===== config.mk =====
export PLATFORM = sky130hd
export DESIGN_NAME = multi_project_wb_mux
export DESIGN_NICKNAME = d
export VERILOG_FILES = /design/src/rtl/multi_project_wb_mux.sv
export SDC_FILE = /design/constraint.sdc
export NUM_CORES = 1
export LEC_CHECK = 0
export CORE_AREA = 2 2 282 284
export DETAILED_ROUTE_END_ITERATION = 10
export DIE_AREA = 0 0 284 286
export PLACE_DENSITY = 0.41
export SLEW_MARGIN = 10
export SYNTH_ARGS = -nofsm -noshare
export SYNTH_HDL_FRONTEND = slang
export SYNTH_SLANG_ARGS = --single-unit

===== constraint.sdc =====
create_clock -name wb_clk_i -period 5.2 [get_ports wb_clk_i]
set_clock_uncertainty 0.1 [all_clocks]
set_input_delay 1.04 -clock wb_clk_i [delete_from_list [all_inputs] [get_ports wb_clk_i]]
set_output_delay 1.04 -clock wb_clk_i [all_outputs]
set_load 0.005 [all_outputs]

===== src/rtl/multi_project_wb_mux.sv =====
// multi_project_wb_mux: routes Caravel Wishbone to N_PROJ user projects by address window, muxes pads/IRQ of the active one
module multi_project_wb_mux #(
    parameter int          N_PROJ     = 4,
    parameter logic [31:0] ADDR_BASE  = 32'h3000_0000,
    parameter int          SLOT_SHIFT = 16,
    parameter int          TIMEOUT    = 255,
    parameter int          IO_W       = 38
) (
    input  logic                     wb_clk_i,
    input  logic                     wb_rst_i,
    input  logic                     wbs_stb_i,
    input  logic                     wbs_cyc_i,
    input  logic                     wbs_we_i,
    input  logic [3:0]               wbs_sel_i,
    input  logic [31:0]              wbs_adr_i,
    input  logic [31:0]              wbs_dat_i,
    output logic                     wbs_ack_o,
    output logic [31:0]              wbs_dat_o,
    output logic [N_PROJ-1:0]        proj_cyc_o,
    output logic [N_PROJ-1:0]        proj_stb_o,
    output logic                     proj_we_o,
    output logic [3:0]               proj_sel_o,
    output logic [31:0]              proj_adr_o,
    output logic [31:0]              proj_dat_o,
    input  logic [N_PROJ-1:0]        proj_ack_i,
    input  logic [32*N_PROJ-1:0]     proj_dat_i,
    input  logic [IO_W*N_PROJ-1:0]   proj_io_out_i,
    input  logic [IO_W*N_PROJ-1:0]   proj_io_oeb_i,
    input  logic [3*N_PROJ-1:0]      proj_irq_i,
    output logic [IO_W-1:0]          io_out,
    output logic [IO_W-1:0]          io_oeb,
    output logic [2:0]               user_irq,
    output logic [N_PROJ-1:0]        active_o
);
    localparam int          IW       = (N_PROJ > 1) ? $clog2(N_PROJ) : 1;
    localparam logic [31:0] ADR_MASK = (32'd1 << SLOT_SHIFT) - 32'd1;
    localparam logic [7:0]  TO_LAST  = 8'(TIMEOUT - 1);
    localparam logic [31:0] BLOCKED  = 32'hDEAD_BEEF;
    localparam logic [31:0] TO_DAT   = 32'hBADC_0FFE;

    typedef enum logic [1:0] {IDLE, FWD, ACK} state_t;

    state_t            state_q;
    logic              ack_q, we_q, stb_any;
    logic [31:0]       rdat_q, adr_q, wdat_q;
    logic [3:0]        sel_q;
    logic [N_PROJ-1:0] stb_q, active_q;
    logic [IW-1:0]     pslot_q;
    logic [7:0]        cnt_q;
    logic [7:0]        idx_q, idx_d, tcnt_q, tcnt_d;
    logic              en_q, en_d, err_q, err_d;

    logic [31:0] off, slot, pidx, ctrl_rd;
    logic        req, mapped, is_ctrl, is_proj, proj_ok, ack_hit, timeout, ctrl_wr;

    logic [31:0]     pdat_a [N_PROJ];
    logic [IO_W-1:0] pout_a [N_PROJ];
    logic [IO_W-1:0] poeb_a [N_PROJ];
    logic [2:0]      pirq_a [N_PROJ];

    for (genvar k = 0; k < N_PROJ; k++) begin : g_slot
        assign pdat_a[k] = proj_dat_i[32*k +: 32];
        assign pout_a[k] = proj_io_out_i[IO_W*k +: IO_W];
        assign poeb_a[k] = proj_io_oeb_i[IO_W*k +: IO_W];
        assign pirq_a[k] = proj_irq_i[3*k +: 3];
    end

    assign off     = wbs_adr_i - ADDR_BASE;
    assign slot    = off >> SLOT_SHIFT;
    assign pidx    = slot - 32'd1;
    assign req     = wbs_cyc_i & wbs_stb_i & (state_q == IDLE);
    assign mapped  = wbs_adr_i >= ADDR_BASE;
    assign is_ctrl = mapped && slot == 32'd0;
    assign is_proj = mapped && slot != 32'd0 && slot <= 32'(N_PROJ);
    assign proj_ok = is_proj && en_q && pidx == {24'd0, idx_q};
    assign ack_hit = proj_ack_i[pslot_q];
    assign timeout = state_q == FWD && !ack_hit && cnt_q == TO_LAST;
    assign ctrl_wr = req && is_ctrl && wbs_we_i;
    assign ctrl_rd = {8'd0, tcnt_q, 6'd0, err_q, en_q, idx_q};
    assign stb_any = |stb_q;

    assign wbs_ack_o  = ack_q;
    assign wbs_dat_o  = rdat_q;
    assign proj_cyc_o = stb_q;
    assign proj_stb_o = stb_q;
    assign proj_we_o  = we_q & stb_any;
    assign proj_sel_o = sel_q;
    assign proj_adr_o = adr_q;
    assign proj_dat_o = wdat_q;
    assign active_o   = active_q;
    assign io_out     = en_q ? pout_a[idx_q[IW-1:0]] : '0;
    assign io_oeb     = en_q ? poeb_a[idx_q[IW-1:0]] : '1;
    assign user_irq   = en_q ? pirq_a[idx_q[IW-1:0]] : 3'd0;

    // Control register next state; invalid idx write and blocked/unmapped/timed-out accesses raise err
    always_comb begin
        idx_d  = idx_q;
        en_d   = en_q;
        err_d  = err_q;
        tcnt_d = tcnt_q;
        if (ctrl_wr && wbs_sel_i[1]) begin
            en_d  = wbs_dat_i[8];
            err_d = wbs_dat_i[9] ? 1'b0 : err_q;
        end
        if (ctrl_wr && wbs_sel_i[2]) tcnt_d = '0;
        if (ctrl_wr && wbs_sel_i[0]) begin
            if ({24'd0, wbs_dat_i[7:0]} < 32'(N_PROJ)) idx_d = wbs_dat_i[7:0];
            else err_d = 1'b1;
        end
        if (req && !is_ctrl && !proj_ok) err_d = 1'b1;
        if (timeout) begin
            err_d  = 1'b1;
            tcnt_d = (tcnt_q == 8'hFF) ? tcnt_q : tcnt_q + 8'd1;
        end
    end

    // Control registers; active_o is built from next state so it moves together with idx/enable
    always_ff @(posedge wb_clk_i or posedge wb_rst_i) begin
        if (wb_rst_i) begin
            idx_q    <= '0;
            en_q     <= 1'b0;
            err_q    <= 1'b0;
            tcnt_q   <= '0;
            active_q <= '0;
        end else begin
            idx_q    <= idx_d;
            en_q     <= en_d;
            err_q    <= err_d;
            tcnt_q   <= tcnt_d;
            active_q <= en_d ? N_PROJ'(1) << idx_d : '0;
        end
    end

    // Transaction FSM: accept in IDLE, forward to one project in FWD, single-cycle ack in ACK
    always_ff @(posedge wb_clk_i or posedge wb_rst_i) begin
        if (wb_rst_i) begin
            state_q <= IDLE;
            ack_q   <= 1'b0;
            rdat_q  <= '0;
            stb_q   <= '0;
            we_q    <= 1'b0;
            sel_q   <= '0;
            adr_q   <= '0;
            wdat_q  <= '0;
            pslot_q <= '0;
            cnt_q   <= '0;
        end else begin
            case (state_q)
                IDLE: if (req) begin
                    we_q    <= wbs_we_i;
                    sel_q   <= wbs_sel_i;
                    adr_q   <= off & ADR_MASK;
                    wdat_q  <= wbs_dat_i;
                    pslot_q <= pidx[IW-1:0];
                    cnt_q   <= '0;
                    if (proj_ok) begin
                        stb_q   <= N_PROJ'(1) << pidx[IW-1:0];
                        state_q <= FWD;
                    end else begin
                        ack_q   <= 1'b1;
                        rdat_q  <= is_ctrl ? ctrl_rd : is_proj ? BLOCKED : '0;
                        state_q <= ACK;
                    end
                end
                FWD: if (ack_hit || timeout) begin
                    rdat_q  <= ack_hit ? pdat_a[pslot_q] : TO_DAT;
                    ack_q   <= 1'b1;
                    stb_q   <= '0;
                    state_q <= ACK;
                end else begin
                    cnt_q <= cnt_q + 8'd1;
                end
                ACK: begin
                    ack_q   <= 1'b0;
                    state_q <= IDLE;
                end
                default: state_q <= IDLE;
            endcase
        end
    end
endmodule


==> out/metrics.cfg <==
[run_status]
status = completed

[floorplan]
die_area_um2 = 81200
core_area_um2 = 78400
ios = 714
rows = 103
start_util_pct = 11.9
die_w_um = 284
chipHeight_um = 286

[logic_synthesis]
synth_area_um2 = 9340
ys_seq_elements = 124
yosysTopAreaCellShare_pct = 33.2
synthCells = 895
async_flop_share_pct = 100
ys.flop_type = dfrtp_1
synth_area_leaders = dfrtp_1 (33%), mux4_2 (27%), nand2_1 (8.0%)
yosys.cell_types.count = 66
synth_largest_area_cell = dfrtp_1
seq_area_frac_synth_pct = 33.2
synth_edf_count = 0
avgSynthCellArea_um2 = 10.4
yosysWarnings = 0

[global_route]
grt_pass1_vias = 10600
grt_pass1_wl_mm = 87.2
track_usage_pct = 15.4
grt_max_degree = 81
antenna_found_initial = 43
grt-ovfl-total = 0

[detailed_routing]
ant_nets = 0
drc = 0
viasPerCell = 3.79
vias = 9989
drt_first_pass_iters = 5
routed_wl_mm = 64.7
drtIter0Drc = 375
wl_per_cell_um = 24.6

[timing]
setup_ws_ps = 937
worst_slew_pin_slew_ps = 1220
rsz0062_at_grt = false
setup_tns_ps = 0
fin_crit_sh_pct = 82.0
final-hold-violation-count = 0
setup_viol = 0
fmax_mhz = 235
relSlewSlack_pct = 18.9
layout_min_cycle_time_ps = 4260
maxSlewViolCount = 0

[cts]
clkSlewWorstSetupHoldPaths_ps = 60
cts_tree = done
clk_latency_ps = 430
clock_path_buffers = 2
cts_max_level = 4
cts_resized = 0
hold_buffers = 0
cts_buffers = 17
cts_root_buffer = clkbuf_16
post-cts-setup-buffers = 0
clock-sinks = 124

[final_layout]
nNetsFinal = 2097
area_growth_pct = 93.7
drive_gt1_share_pct = 13.0
final_util_pct = 23.1
nFillCells = 8470
fin_area_um2 = 18100

[placement]
placed_area_um2 = 17500
io_buffers = 697
hpwlAfterDp_mm = 55.9
dp_slack_ps = 483
place_congestion = 0.934

[power]
power_switching_w = 0.00101
pwr-share-seq_pct = 32.7
p_comb_share_pct = 33.8
p_sw_share_pct = 28.7
p_leak_nw = 6.83
p_per_area_nw_per_um2 = 195
p_int_w = 0.00251
pwr-share-clk_pct = 33.5
peakVddDrop_mv = 0.211

[worst_setup_path]
start_kind = primary input
path_delay_family = compound AO/OA/AOI/OAI gates
crit_chain = clkdlybuf4s50_1 > inv_1 > ha_1 > xnor2_1 > nor4b_1 > nand2_1 > a2111oi_0 > o2111ai_2 > o21ai_4 > buf_12 > mux2_2
crit_path_end_kind = flip-flop
crit_type = in2reg
arrival_ps = 4480
critPathRequiredTime_ps = 5410
slowest_stage = clkdlybuf4s50_1
path_buf_inv = 3
crit_fanout = 15
max_stage_delay_ps = 590

[job]
maxCapViolCount = 0

[worst_hold_path]
hp-class = reg2reg

[kinds of logic (layout without fill, tap and decap cells)]
logic type	after synthesis	after routing	synth area share [%]
and+or+nand+nor	405	405	21.0
other	1	23	0.0401
AOI/OAI and AO/OA	89	89	6.86
DFF	124	124	33.2
muxes	134	134	30.0
adders and majority gates	10	10	1.34
buffers and inverters	112	780	5.64
xor gates and xnor gates	20	20	1.88
[worst register-to-register path, cell delays in order (launching register included)]
cell       delay (ps)
dfrtp_4           850
xnor2_1           230
nor4b_1           370
nand2_1            90
a2111oi_0         540
o2111ai_2         340
o21ai_4           370
buf_12            210
mux2_2            350
[cell usage after synthesis, drive strengths merged (5+ instances only)]
| cell | number |
|---|---|
| nor2 | 36 |
| dfrtp | 124 |
| nand3 | 17 |
| mux4 | 112 |
| ha | 10 |
| nand2 | 199 |
| and3 | 5 |
| buf | 44 |
| a21oi | 20 |
| clkbuf | 40 |
| xor2 | 10 |
| nor4 | 7 |
| and2 | 44 |
| nand2b | 44 |
| a22oi | 11 |
| nor3 | 15 |
| nor2b | 12 |
| or4 | 5 |
| xnor2 | 10 |
| inv | 28 |
| o21ai | 23 |
| mux2 | 18 |
[cell usage in the layout (no fill, tap or decap), types with 4 or more instances in the layout]
master	n
a21oi_1	20
a221o_1	4
a22oi_1	11
a32oi_1	4
and2_1	44
and3_1	5
buf_4	21
clkbuf_16	17
clkdlybuf4s50_1	697
clkinvlp_4	4
conb_1	16
dfrtp_1	119
diode_2	7
ha_1	10
inv_1	27
inv_6	5
mux2_2	6
mux2_4	10
mux2i_1	4
mux4_2	112
nand2_1	199
nand2b_1	44
nand3_1	17
nand4_1	4
nor2_1	36
nor2b_1	12
nor3_1	13
nor4_1	7
o21ai_0	22
or4_4	4
xnor2_1	10
xor2_1	10
[per-stage QoR]
step | total power, W | cells | hold WS [ps]
detailed placement | 0.00239 | 2597 | 361
floorplan | 0.00155 | 910 | 349
global route | 0.00372 | 2635 | 393
finish | 0.00352 | 2635 | 372
global placement | 0.00239 | 2597 | 359
CTS | 0.00361 | 2628 | 377
[power by group through the flow]
stage	Combinational (W)	Clock [W]	Sequential (W)
2_1_floorplan	0.000396	0	0.00115
3_3_place_gp	0.00121	0	0.00117
3_5_place_dp	0.00122	0	0.00118
4_1_cts	0.00122	0.00123	0.00116
5_1_grt	0.00128	0.00127	0.00117
6_report	0.00119	0.00118	0.00115
[area by class of cell]
cell class	count	area (um^2)	share of cell area [%]
Inverter	28	110	0.609
Antenna cell	7	17.5	0.0968
Clock inverter	12	114	0.629
Clock buffer	19	453	2.50
Tap cell	1050	1310	7.26
Multi-Input combinational cell	674	5770	31.9
Sequential cell	124	3120	17.2
Timing Repair Buffer	721	7190	39.8
[path summary, 6_finish.rpt]
check                                           start                    endpoint  slack [ps]  depth (start not counted)
max                                     wbs_adr_i[17]   wbs_dat_o[23]$_DFFE_PP0P_         940                         11
min                        proj_adr_o[10]$_DFFE_PP0P_  proj_adr_o[10]$_DFFE_PP0P_         370                          2
max reg2reg                        idx_q[1]$_DFF_PP0_   wbs_dat_o[23]$_DFFE_PP0P_        1640                          8
min reg2reg                proj_adr_o[10]$_DFFE_PP0P_  proj_adr_o[10]$_DFFE_PP0P_         370                          2
max in group asynchronous                    wb_rst_i      pslot_q[0]$_DFFE_PP0P_        3080                          3
min in group asynchronous                    wb_rst_i   proj_adr_o[6]$_DFFE_PP0P_        1000                          2
[per-layer routing]
layer,part of all wire (%),vias to the layer above,GRT usage [%]
met1,33,4861,14.6
met2,58,480,31.1
met4,2.7,4,4.96
met5,0.029,-,0
li1,-,4541,-
met3,7.0,103,4.43
[registers in the layout, indices dropped and copies added (netlist names)]
name / cells
proj_dat_o: 32
wbs_dat_o: 32
proj_adr_o: 16
cnt_q: 8
idx_q: 8
tcnt_q: 8
active_o: 4
proj_cyc_o: 4
proj_sel_o: 4
pslot_q: 2
state_q: 2
en_q: 1
err_q: 1
wbs_ack_o: 1
we_q: 1
Note: power is estimated with default switching activity, not from simulation.
